<file path="config.mk">
export PLATFORM = sky130hd
export DESIGN_NAME = usb_tx_sequencer
export DESIGN_NICKNAME = d
export VERILOG_FILES = /design/src/rtl/usb_tx_pkg.sv /design/src/rtl/crc16_serial.sv /design/src/rtl/usb_tx_sequencer.sv
export SDC_FILE = /design/constraint.sdc
export NUM_CORES = 1
export LEC_CHECK = 0
export ABC_AREA = 1
export CAP_MARGIN = 20
export CORE_MARGIN = 10
export CORE_UTILIZATION = 30
export DETAILED_ROUTE_END_ITERATION = 12
export PLACE_DENSITY = 0.48
export SETUP_SLACK_MARGIN = 0.15
export SKIP_CTS_REPAIR_TIMING = 1
export SYNTH_ARGS = -nofsm -noshare
export SYNTH_HDL_FRONTEND = slang
export SYNTH_SLANG_ARGS = --single-unit
</file>
<file path="constraint.sdc">
create_clock -name clk -period 3.32 [get_ports clk]
set_clock_uncertainty 0.15 [all_clocks]
set_input_delay 0.498 -clock clk [delete_from_list [all_inputs] [get_ports clk]]
set_output_delay 0.498 -clock clk [all_outputs]
set_load 0.05 [all_outputs]
</file>
<file path="src/rtl/usb_tx_pkg.sv">
`default_nettype none
// ============================================================================
// Module   : usb_tx_pkg
// Brief    : Shared types and constants for the USB transmit sequencer.
// Revision : 1.0 - initial release
// ============================================================================
package usb_tx_pkg;

    // Packet sequencing states
    typedef enum logic [2:0] {
        IDLE  = 3'd0,
        SYNC  = 3'd1,
        PID   = 3'd2,
        DATA  = 3'd3,
        CRC   = 3'd4,
        DRAIN = 3'd5,
        EOP   = 3'd6
    } state_t;

    localparam logic [15:0] CRC16_POLY = 16'h8005;
    localparam logic [15:0] CRC16_INIT = 16'hFFFF;

    localparam logic [3:0] ACK   = 4'b0010;
    localparam logic [3:0] NAK   = 4'b1010;
    localparam logic [3:0] DATA0 = 4'b0011;
    localparam logic [3:0] DATA1 = 4'b1011;

    // One serial CRC16 step: shift left, fold the polynomial in on feedback.
    function automatic logic [15:0] crc16_step(input logic [15:0] crc, input logic bit_in);
        logic fb;
        fb = crc[15] ^ bit_in;
        return {crc[14:0], 1'b0} ^ (fb ? CRC16_POLY : 16'h0000);
    endfunction

endpackage
`default_nettype wire

</file>
<file path="src/rtl/crc16_serial.sv">
`default_nettype none
// ============================================================================
// Module   : crc16_serial
// Brief    : Bit-serial CRC16 LFSR (poly 0x8005, init 0xFFFF).
// Revision : 1.0 - initial release
// ============================================================================
module crc16_serial
    import usb_tx_pkg::*;
(
    input  logic        clk,
    input  logic        rst,
    input  logic        init,
    input  logic        en,
    input  logic        bit_in,
    output logic [15:0] crc_out
);

    // LFSR register: init has priority over a data step
    always_ff @(posedge clk or posedge rst) begin
        if (rst) begin
            crc_out <= CRC16_INIT;
        end else if (init) begin
            crc_out <= CRC16_INIT;
        end else if (en) begin
            crc_out <= crc16_step(crc_out, bit_in);
        end
    end

endmodule
`default_nettype wire

</file>
<file path="src/rtl/usb_tx_sequencer.sv">
`default_nettype none
// ============================================================================
// Module   : usb_tx_sequencer
// Brief    : Packet-level transmit controller feeding the bit stuffer:
//            SYNC, PID, optional payload + CRC16, drain, then EOP.
// Revision : 1.0 - initial release
// ============================================================================
module usb_tx_sequencer
    import usb_tx_pkg::*;
#(
    parameter int           DATA_BITS    = 64,
    parameter int           EOP_CYCLES   = 2,
    parameter logic [7:0]   SYNC_PATTERN = 8'b1000_0000
) (
    input  logic                 clk,
    input  logic                 rst,
    input  logic                 pkt_start,
    input  logic [3:0]           pkt_pid,
    input  logic                 pkt_has_data,
    input  logic [DATA_BITS-1:0] pkt_data,
    output logic                 busy,
    output logic                 done,
    output logic                 stuff_bit,
    output logic                 stuff_valid,
    input  logic                 stuff_ins,
    input  logic                 stuff_pending,
    output logic                 eop
);

    localparam logic [6:0] LAST_DATA = 7'(DATA_BITS - 1);
    localparam logic [6:0] LAST_EOP  = 7'(EOP_CYCLES - 1);

    state_t                 state;
    state_t                 state_nx;
    logic [6:0]             cnt;
    logic [3:0]             pid_q;
    logic                   has_data_q;
    logic [DATA_BITS-1:0]   data_sr;
    logic [15:0]            crc;
    logic                   crc_init;
    logic                   crc_en;

    // CRC restarts on every accepted packet and advances only on emitted payload bits
    assign crc_init = (state == IDLE) && pkt_start;
    assign crc_en   = (state == DATA) && stuff_valid;

    crc16_serial u_crc (
        .clk     (clk),
        .rst     (rst),
        .init    (crc_init),
        .en      (crc_en),
        .bit_in  (data_sr[0]),
        .crc_out (crc)
    );

    // State register
    always_ff @(posedge clk or posedge rst) begin
        if (rst) begin
            state <= IDLE;
        end else begin
            state <= state_nx;
        end
    end

    // Bit/cycle counter: clears on any state change, holds on stuffer stalls
    always_ff @(posedge clk or posedge rst) begin
        if (rst) begin
            cnt <= 7'd0;
        end else if (state_nx != state) begin
            cnt <= 7'd0;
        end else if (stuff_valid || (state == EOP)) begin
            cnt <= cnt + 7'd1;
        end
    end

    // Descriptor capture on accept; payload shifts out LSB first on each emitted bit
    always_ff @(posedge clk or posedge rst) begin
        if (rst) begin
            pid_q      <= 4'd0;
            has_data_q <= 1'b0;
            data_sr    <= '0;
        end else if ((state == IDLE) && pkt_start) begin
            pid_q      <= pkt_pid;
            has_data_q <= pkt_has_data;
            data_sr    <= pkt_data;
        end else if ((state == DATA) && stuff_valid) begin
            data_sr    <= {1'b0, data_sr[DATA_BITS-1:1]};
        end
    end

    // Next-state and output decode; a stalled cycle re-presents the same bit
    always_comb begin
        state_nx    = state;
        stuff_bit   = 1'b0;
        stuff_valid = 1'b0;
        done        = 1'b0;
        busy        = (state != IDLE);
        eop         = (state == EOP);
        case (state)
            IDLE: begin
                if (pkt_start) state_nx = SYNC;
            end
            SYNC: begin
                stuff_bit   = SYNC_PATTERN[cnt[2:0]];
                stuff_valid = !stuff_ins;
                if (stuff_valid && (cnt == 7'd7)) state_nx = PID;
            end
            PID: begin
                stuff_bit   = cnt[2] ? ~pid_q[cnt[1:0]] : pid_q[cnt[1:0]];
                stuff_valid = !stuff_ins;
                if (stuff_valid && (cnt == 7'd7)) state_nx = has_data_q ? DATA : DRAIN;
            end
            DATA: begin
                stuff_bit   = data_sr[0];
                stuff_valid = !stuff_ins;
                if (stuff_valid && (cnt == LAST_DATA)) state_nx = CRC;
            end
            CRC: begin
                stuff_bit   = ~crc[4'd15 - cnt[3:0]];
                stuff_valid = !stuff_ins;
                if (stuff_valid && (cnt == 7'd15)) state_nx = DRAIN;
            end
            DRAIN: begin
                if (!stuff_pending) state_nx = EOP;
            end
            EOP: begin
                if (cnt == LAST_EOP) begin
                    done     = 1'b1;
                    state_nx = IDLE;
                end
            end
            default: state_nx = IDLE;
        endcase
    end

endmodule
`default_nettype wire

</file>
== Word-level counts from Yosys, hierarchy flattened ==
Memory sizes are Yosys's and may differ from the RTL's.
Index checks and enable logic that the tools add are counted.
Storage, ports and cells
  bits in registers: 95
  memory bits (read-only): 8
  input bits: 74
  output and inout port bits: 5
  logic and storage cells: 65
  memories: 1
Cells by class
  add/sub/neg operators: 2
  $lt $le $gt $ge: 3
  equal/unequal tests: 11
  muxes and demuxes: 26
  bitwise logic cells: 4
  reductions and logical operators: 12
Memories
  (name not given): depth 8, bits a word 1, read ports 1, clocked after Yosys merged registers in 0, wr ports 0, RTL line usb_tx_sequencer.sv:104  | stuff_bit = SYNC_PATTERN[cnt[2:0]];
Operators with widths (number)
  64-bit two-way mux: 2
  16-bit two-way mux: 3
  3-bit two-way mux: 8
  3-bit one-hot mux with 7 select lines: 1
  16-bit bitwise XOR: 1
  7-bit two-way mux: 2
  3-bit equality test (second input constant): 3
  7-bit by 1-bit adder with 7-bit output (second input constant): 1
  7-bit by 1-bit equality test with 1-bit output (second input constant): 1
  7-bit by 3-bit equality test with 1-bit output (second input constant): 1
  7-bit by 4-bit equality test with 1-bit output (second input constant): 1
  7-bit by 6-bit equality test with 1-bit output (second input constant): 1
  1-bit two-way mux: 7
  3-bit by 2-bit equality test with 1-bit output (second input constant): 2
  1-bit logical AND: 5
  4-bit by 5-bit < comparator with 1-bit output (second input constant): 1
  1-bit binary-select mux with 4-bit select: 1
  3-bit by 4-bit < comparator with 1-bit output (second input constant): 1
  1-bit one-hot mux with 4 select lines: 1
  2-bit nonzero test: 2
  4-bit OR reduction: 1
  4-bit subtractor (first input constant): 1
  3-bit by 1-bit equality test with 1-bit output (second input constant): 1
  3-bit zero test: 1
  8 further kinds: 9

== Longest topological paths before layout ==
Gate-level depths: netlist of run 1.
  depth in word-level cells: 6
  depth in mapped cells: 12
  depth with buffers taken out: 12

== Modules after synthesis ==
A second synthesis of run 1 with hierarchy kept.
Second synthesis, totals
  cells, all modules: 601
  area total of the unflattened synthesis: 4952.2 um^2
By module, submodules not included
  usb_tx_sequencer: times used 1, cells an instance 532, area an instance 4206.5 um^2, seq. area each 1976.9 um^2
  crc16_serial: times used 1, cells an instance 69, area an instance 745.7 um^2, seq. area each 420.4 um^2

== Least setup slack after synthesis of run 1 ==
No wires, ideal clock.
  kind: reg-to-output
  start point: register state[0]
  end point: output port done
  arrival: 2.185 ns
  data required time: 2.672 ns
  setup slack: 0.487 ns
  cell stages (with the launch flop): 6
  path buffers: 0
  cell sequence: dfrtp_1 > inv_2 > nand2_1 > nor2_1 > inv_1 > nor2_1
Between the ends
  cells in the longest elaborated chain, start to end: 2
RTL lines
  start: declaration: RTL line usb_tx_sequencer.sv:33  | state_t state;
  start signal: assignment: RTL line usb_tx_sequencer.sv:61  | state <= state_nx;
  3-bit equality test
  net eop: RTL line usb_tx_sequencer.sv:27  | output logic eop
  1-bit two-way mux: RTL line usb_tx_sequencer.sv:99  | case (state)
  end: declaration: RTL line usb_tx_sequencer.sv:22  | output logic done,
The timed path passes the listed nets, and every way through them passes these cells.

== Worst setup path after layout of run 1 ==
  start point: input port stuff_ins
  end point: output port stuff_valid
Between the ends
  cells in the longest elaborated chain, start to end: 2
RTL lines
  start: declaration: RTL line usb_tx_sequencer.sv:25  | input logic stuff_ins,
  1-bit zero test
  1-bit two-way mux
  end: declaration: RTL line usb_tx_sequencer.sv:24  | output logic stuff_valid,
No other way between the ends.

==> results of run 1 <==
[metrics by stage]
stage | setup slack (ns) | power (mW) | cells | hold WS [ns]
floorplan | 0.2215 | 2.999 | 503 | 0.2852
global placement | 0.5209 | 3.428 | 749 | 0.3126
detailed placement | 0.5086 | 3.465 | 749 | 0.3213
CTS | 0.2831 | 4.462 | 765 | 0.3220
global route | 0.4146 | 4.754 | 765 | 0.3589
finish | 0.5115 | 4.397 | 765 | 0.3167
[cell usage in the layout, fill, tap and decap left out, drive strengths merged]
cell type / n
nand4: 5
a31oi: 1
o211ai: 2
clkinvlp: 1
dlymetal6s2s: 2
clkdlybuf4s50: 76
clkinv: 4
xnor2: 1
clkbuf: 12
mux2i: 1
o21ai: 16
o221ai: 56
a22oi: 15
nand3: 16
nand2: 113
ha: 3
dfrtp: 79
nor2: 28
nor3: 1
o22ai: 5
xor2: 8
a21oi: 13
buf: 6
dfstp: 16
inv: 101
[path summary, 6_finish.rpt]
| path | start | to | slack [ns] | cells past startpoint |
|---|---|---|---|---|
| worst max-delay path | stuff_ins | stuff_valid | 0.51 | 5 |
| worst min-delay path | has_data_q$_DFFE_PP0P_ | state[2]$_DFF_PP0_ | 0.32 | 1 |
| worst max register to register | state[0]$_DFF_PP0_ | data_sr[0]$_DFFE_PP0P_ | 1.11 | 9 |
| worst min register to register | has_data_q$_DFFE_PP0P_ | state[2]$_DFF_PP0_ | 0.32 | 1 |
| max in group asynchronous | rst | u_crc.crc_out[6]$_DFFE_PP1P_ | 2.17 | 3 |
| min in group asynchronous | rst | data_sr[31]$_DFFE_PP0P_ | 0.43 | 3 |
[layout make-up]
class | count | share of cell area
Tap cell | 184 | 0.03953
Multi-Input combinational cell | 284 | 0.2864
Sequential cell | 95 | 0.4116
Clock inverter | 4 | 0.005156
Clock buffer | 12 | 0.04232
Inverter | 102 | 0.06595
Timing Repair Buffer | 84 | 0.1491
[registers in the layout, summed over array words and instances (netlist names)]
name,flops
pid_q,4
data_sr,64
u_crc.crc_out,16
state,3
cnt,7
has_data_q,1
[cell families (layout without fill, tap and decap cells)]
family,Yosys count,count (layout),synth area share
AO/OA/AOI/OAI,108,108,0.1868
multiplexers,1,1,0.002197
buffers and inverters,124,202,0.1077
flip-flops,95,95,0.5262
AND/OR/NAND/NOR,163,163,0.1516
adder cells (fa/ha/maj),3,3,0.008240
XOR/XNOR,9,9,0.01730
[routing by layer]
layer,track usage,share of wire,vias up
li1,-,-,1825
met1,0.1511,0.48,1713
met2,0.1717,0.45,77
met3,0.04080,0.057,14
met4,0.03063,0.012,0
met5,0,0,-
[worst register-to-register path: stages, from the launching register on]
cell and delay [ns]:
dfrtp_1 0.46, inv_2 0.11, nor2_2 0.04, inv_2 0.08, nor2_4 0.05, nand2_4 0.36, nand2_4 0.29, inv_2 0.39
nand2_1 0.11, o211ai_1 0.10
[power breakdown]
| part | leakage, nW | switching (mW) | internal [mW] |
|---|---|---|---|
| Sequential | 1.15 | 0.163 | 1.62 |
| Clock | 0.133 | 0.444 | 0.532 |
| Combinational | 1.39 | 1.01 | 0.630 |
| Total | 2.67 | 1.62 | 2.78 |
==> impl_metrics.ini, run 1 <==
[flow_run]
drv_cap = 0

[status]
status = finished clean

[clock_network]
cts_root_buf = clkbuf_16
cts_tree = yes
cts_max_path_buffers = 2
clkSinkCount = 95
clk_latency_ns = 0.35
clk_pin_slew_worst_paths_ns = 0.07
htreeDepth = 3
cts_buffers = 9

[finish]
num_antenna_cells = 0
area_delta_synth_final_pct = 27.85
multiInputGateArea_mm2 = 0.001668
drive_gt1_frac = 0.1050
utilization = 0.3962
fin_area_mm2 = 0.005824
final-seq-area_mm2 = 0.002397
fillers = 1489
layout.nets = 653

[floorplanning]
die_w_um = 143.2
io_pins = 79
die-area_mm2 = 0.02051
rows = 44
core_mm2 = 0.01470
initial_core_util = 0.3099
fp.dieH_um = 143.2

[global_route]
antenna_found_initial = 0
grt_pass1_vias = 3783
grt_max_degree = 96
grt_overflow = 0
grt_use_total = 0.1139
grt_pass1_wl_um = 18820

[routing]
via_count = 3629
drt-vias-per-instance = 4.744
dr.pass1.iters = 5
drc = 0
totalWireLength_um = 11190
wl_per_cell_um = 14.63
drt_iter0_drc = 236
ant_nets = 0

[critical_path]
path_class = input port to output port
endpoint_kind = output port
startpoint_type = input port
crit_path_max_fanout = 4
critPathArrivalTime_ns = 2.16
crit_buf_inv = 4
max_stage_delay_ns = 0.80
cp_top_family = buffers and inverters
slowest_stage = clkdlybuf4s50_1
crit_required_ns = 2.67
worstPathCellList = clkdlybuf4s50_1 > inv_1 > nand3_1 > inv_1 > clkdlybuf4s50_1

[yosys]
yosys-top-cells-area = dfrtp_1, o221ai_1, dfstp_2, nand2_1, inv_1
ys_ff_latch = 95
avgSynthCellArea_um2 = 9.057
synth_cells = 503
syn_area_mm2 = 0.004556
synth_top_area_share = 0.4339
synth_common_cells = nand2_1, inv_1, dfrtp_1, o221ai_1, nor2_1
yosys.area.top_type = dfrtp_1
synth.most_common_cell = nand2_1
ys_seq_area_frac = 0.5262
synth_cell_type_count = 31
yosysWarnings = 0
synth_nets = 580
synth-async-reset-ratio = 1.000
ys.flop_type = dfrtp_1
synth_edf_count = 0

[pwr]
power_density_mw_per_mm2 = 754.9
p_leak_nw = 2.668
ir_drop_mv = 0.2682

[timing]
max_freq_mhz = 356.1
timing.slew.headroom = 0.6495
final-hold-violation-count = 0
rsz0062_at_grt = no
setup_tns_ns = 0
setup_violations = 0
slew_violations = 0
fin_crit_sh = 0.8459
worstMarginPinSlew_ns = 0.5257
period_needed_ns = 2.809

[placement]
io_buffers = 78
detailed_place_hpwl_um = 7829
place_congestion = 0.8825
placed_area_mm2 = 0.005543

[worst_hold_path]
hp-class = flop to flop
(Power assumes the default switching activity.)
==> run 2, diff against run 1 <==
--- a/config.mk
+++ b/config.mk
@@ -10,7 +10,7 @@
 export CORE_MARGIN = 10
 export CORE_UTILIZATION = 30
 export DETAILED_ROUTE_END_ITERATION = 12
-export PLACE_DENSITY = 0.48
+export PLACE_DENSITY = 0.5
 export SETUP_SLACK_MARGIN = 0.15
 export SKIP_CTS_REPAIR_TIMING = 1
 export SYNTH_ARGS = -nofsm -noshare
==> constraint.sdc (replaced) <==
create_clock -name clk -period 2.4 [get_ports clk]
set_clock_uncertainty 0.15 [all_clocks]
set_input_delay 0.36 -clock clk [delete_from_list [all_inputs] [get_ports clk]]
set_output_delay 0.36 -clock clk [all_outputs]
set_load 0.05 [all_outputs]
==> run 2 against run 1 <==
Compared with the run above:
- sequential share of layout area is 1.0 points lower
- non-clock buffer count rose by 4
- utilization grew 1.0 points
- power grew 45%
- sequential power is 39% higher
- final cell count grew 0.52%
- critical endpoint is now stuff_bit
- global-route usage up 0.13 points
- critical path depth increased by 1
- largest power group unchanged
==> impl_metrics.ini, run 2 (same netlist as run 1, synthesis figures left out) <==
[finish]
multiInputGateArea_mm2 = 0.001698
area_delta_synth_final_pct = 31.17
final_cell_mix = nand2_1, inv_1, dfrtp_1
largest_reg_flops = 64
layout.nets = 657
num_antenna_cells = 0
largest-register = data_sr
drive_gt1_frac = 0.1385
largestRegisters = data_sr x64, u_crc.crc_out x16, cnt x7
fillers = 1467
final_common_cell = nand2_1
final-seq-area_mm2 = 0.002399

[global_route]
grt_max_degree = 96
antenna_found_initial = 0
grt_use_total = 0.1153
grt_overflow = 0
grt_pass1_vias = 3864
grt_pass1_wl_um = 19180

[clock_network]
cts_root_buf = clkbuf_16
clkSinkCount = 95
clk_pin_slew_worst_paths_ns = 0.07
htreeDepth = 3
cts_tree = yes
clk_latency_ns = 0.34
cts_max_path_buffers = 2
cts_buffers = 9

[routing]
drt-vias-per-instance = 4.749
drc = 0
via_count = 3652
totalWireLength_um = 11310
ant_nets = 0
wl_per_cell_um = 14.71
drt_iter0_drc = 209
dr.pass1.iters = 4

[timing]
period_needed_ns = 2.272
whs_ns = 0.3157
max_freq_mhz = 440.0
fin_crit_sh = 0.9469
setup_tns_ns = 0
rsz0062_at_grt = yes
slew_violations = 0
final-hold-violation-count = 0
worstMarginPinSlew_ns = 0.5063
setup_violations = 0
timing.slew.headroom = 0.6619

[placement]
io_buffers = 78
detailed_place_hpwl_um = 8071
place_congestion = 0.8348

[worst_hold_path]
hold_path_depth = 1
hp-class = flop to flop

[critical_path]
worst_r2r_path_depth = 11
crit_path_max_fanout = 14
crit_required_ns = 1.89
endpoint_kind = output port
critPathArrivalTime_ns = 1.76
path_class = flop to output port
startpoint_type = flop
reg2reg_slack_ns = 0.32

[floorplanning]
die-area_mm2 = 0.02051
rows = 44
initial_core_util = 0.3099
die_w_um = 143.2
io_pins = 79
core_mm2 = 0.01470
fp.dieH_um = 143.2

[pwr]
p_leak_nw = 2.697
power_density_mw_per_mm2 = 1069
ir_drop_mv = 0.3855

[flow_run]
drv_cap = 0

[status]
status = finished clean
run 2: cell count changes in the layout (fill, tap and decap cells not counted), moves of 2 or more:
cell / before / now
nor2_1: 25 / 23
clkinv_2: 2 / 0
clkbuf_1: 2 / 0
clkdlybuf4s50_1: 76 / 73
buf_12: 3 / 6
buf_4: 3 / 7
clkinvlp_4: 1 / 4
a21oi_2: 0 / 2
a21oi_1: 13 / 11
bufinv_16: 0 / 2
run 2: per-stage QoR:
stage | instance area, µm² | worst slack, ns | total power [mW] | instances | util
6_report | 5976 | 0.1275 | 6.388 | 769 | 0.4065
5_1_grt | 5976 | 0.01694 | 6.892 | 769 | 0.4065
4_1_cts | 5932 | 0.008047 | 6.424 | 768 | 0.4036
3_5_place_dp | 5600 | 0.2933 | 4.820 | 752 | 0.3810
3_3_place_gp | 5600 | 0.2639 | 4.765 | 752 | 0.3810
2_1_floorplan | 4564 | 0.2021 | 4.151 | 503 | -
run 2: power breakdown:
part           internal (mW)  total (mW)  switching, mW  leakage [nW]
Sequential              2.24        2.47          0.233          1.15
Combinational          0.924        2.33           1.41          1.39
Clock                  0.947        1.58          0.634         0.155
Total                   4.11        6.39           2.28          2.70
run 2: final timing paths:
kind                                   startpoint                           end
max                            cnt[0]$_DFFE_PP0P_                     stuff_bit
min                        has_data_q$_DFFE_PP0P_            state[2]$_DFF_PP0_
max reg2reg                    cnt[0]$_DFFE_PP0P_            cnt[1]$_DFFE_PP0P_
min reg2reg                has_data_q$_DFFE_PP0P_            state[2]$_DFF_PP0_
max in group asynchronous                     rst  u_crc.crc_out[4]$_DFFE_PP1P_
min in group asynchronous                     rst       data_sr[35]$_DFFE_PP0P_
run 2: per-layer routing:
metal	vias up	wire length [µm]	track usage
met5	-	0	0
met4	0	188	0.04352
met3	13	588	0.03383
met2	68	5274	0.1793
met1	1732	5260	0.1481
li1	1839	-	-
run 2: area by class of cell:
class                      count  area share
tap                          184     0.03853
inverter                     102     0.06533
multi-input combinational    284      0.2841
clock buffer                  10     0.03999
sequential                    95      0.4014
clock inverter                 6     0.01549
timing repair buffer          88      0.1552
run 2: critical path, stage by stage, from the launching register on:
cell and delay [ns]:
dfrtp_1 0.42, buf_6 0.17, ha_2 0.20, ha_1 0.19
a22oi_2 0.14, nand3_2 0.14, buf_12 0.17
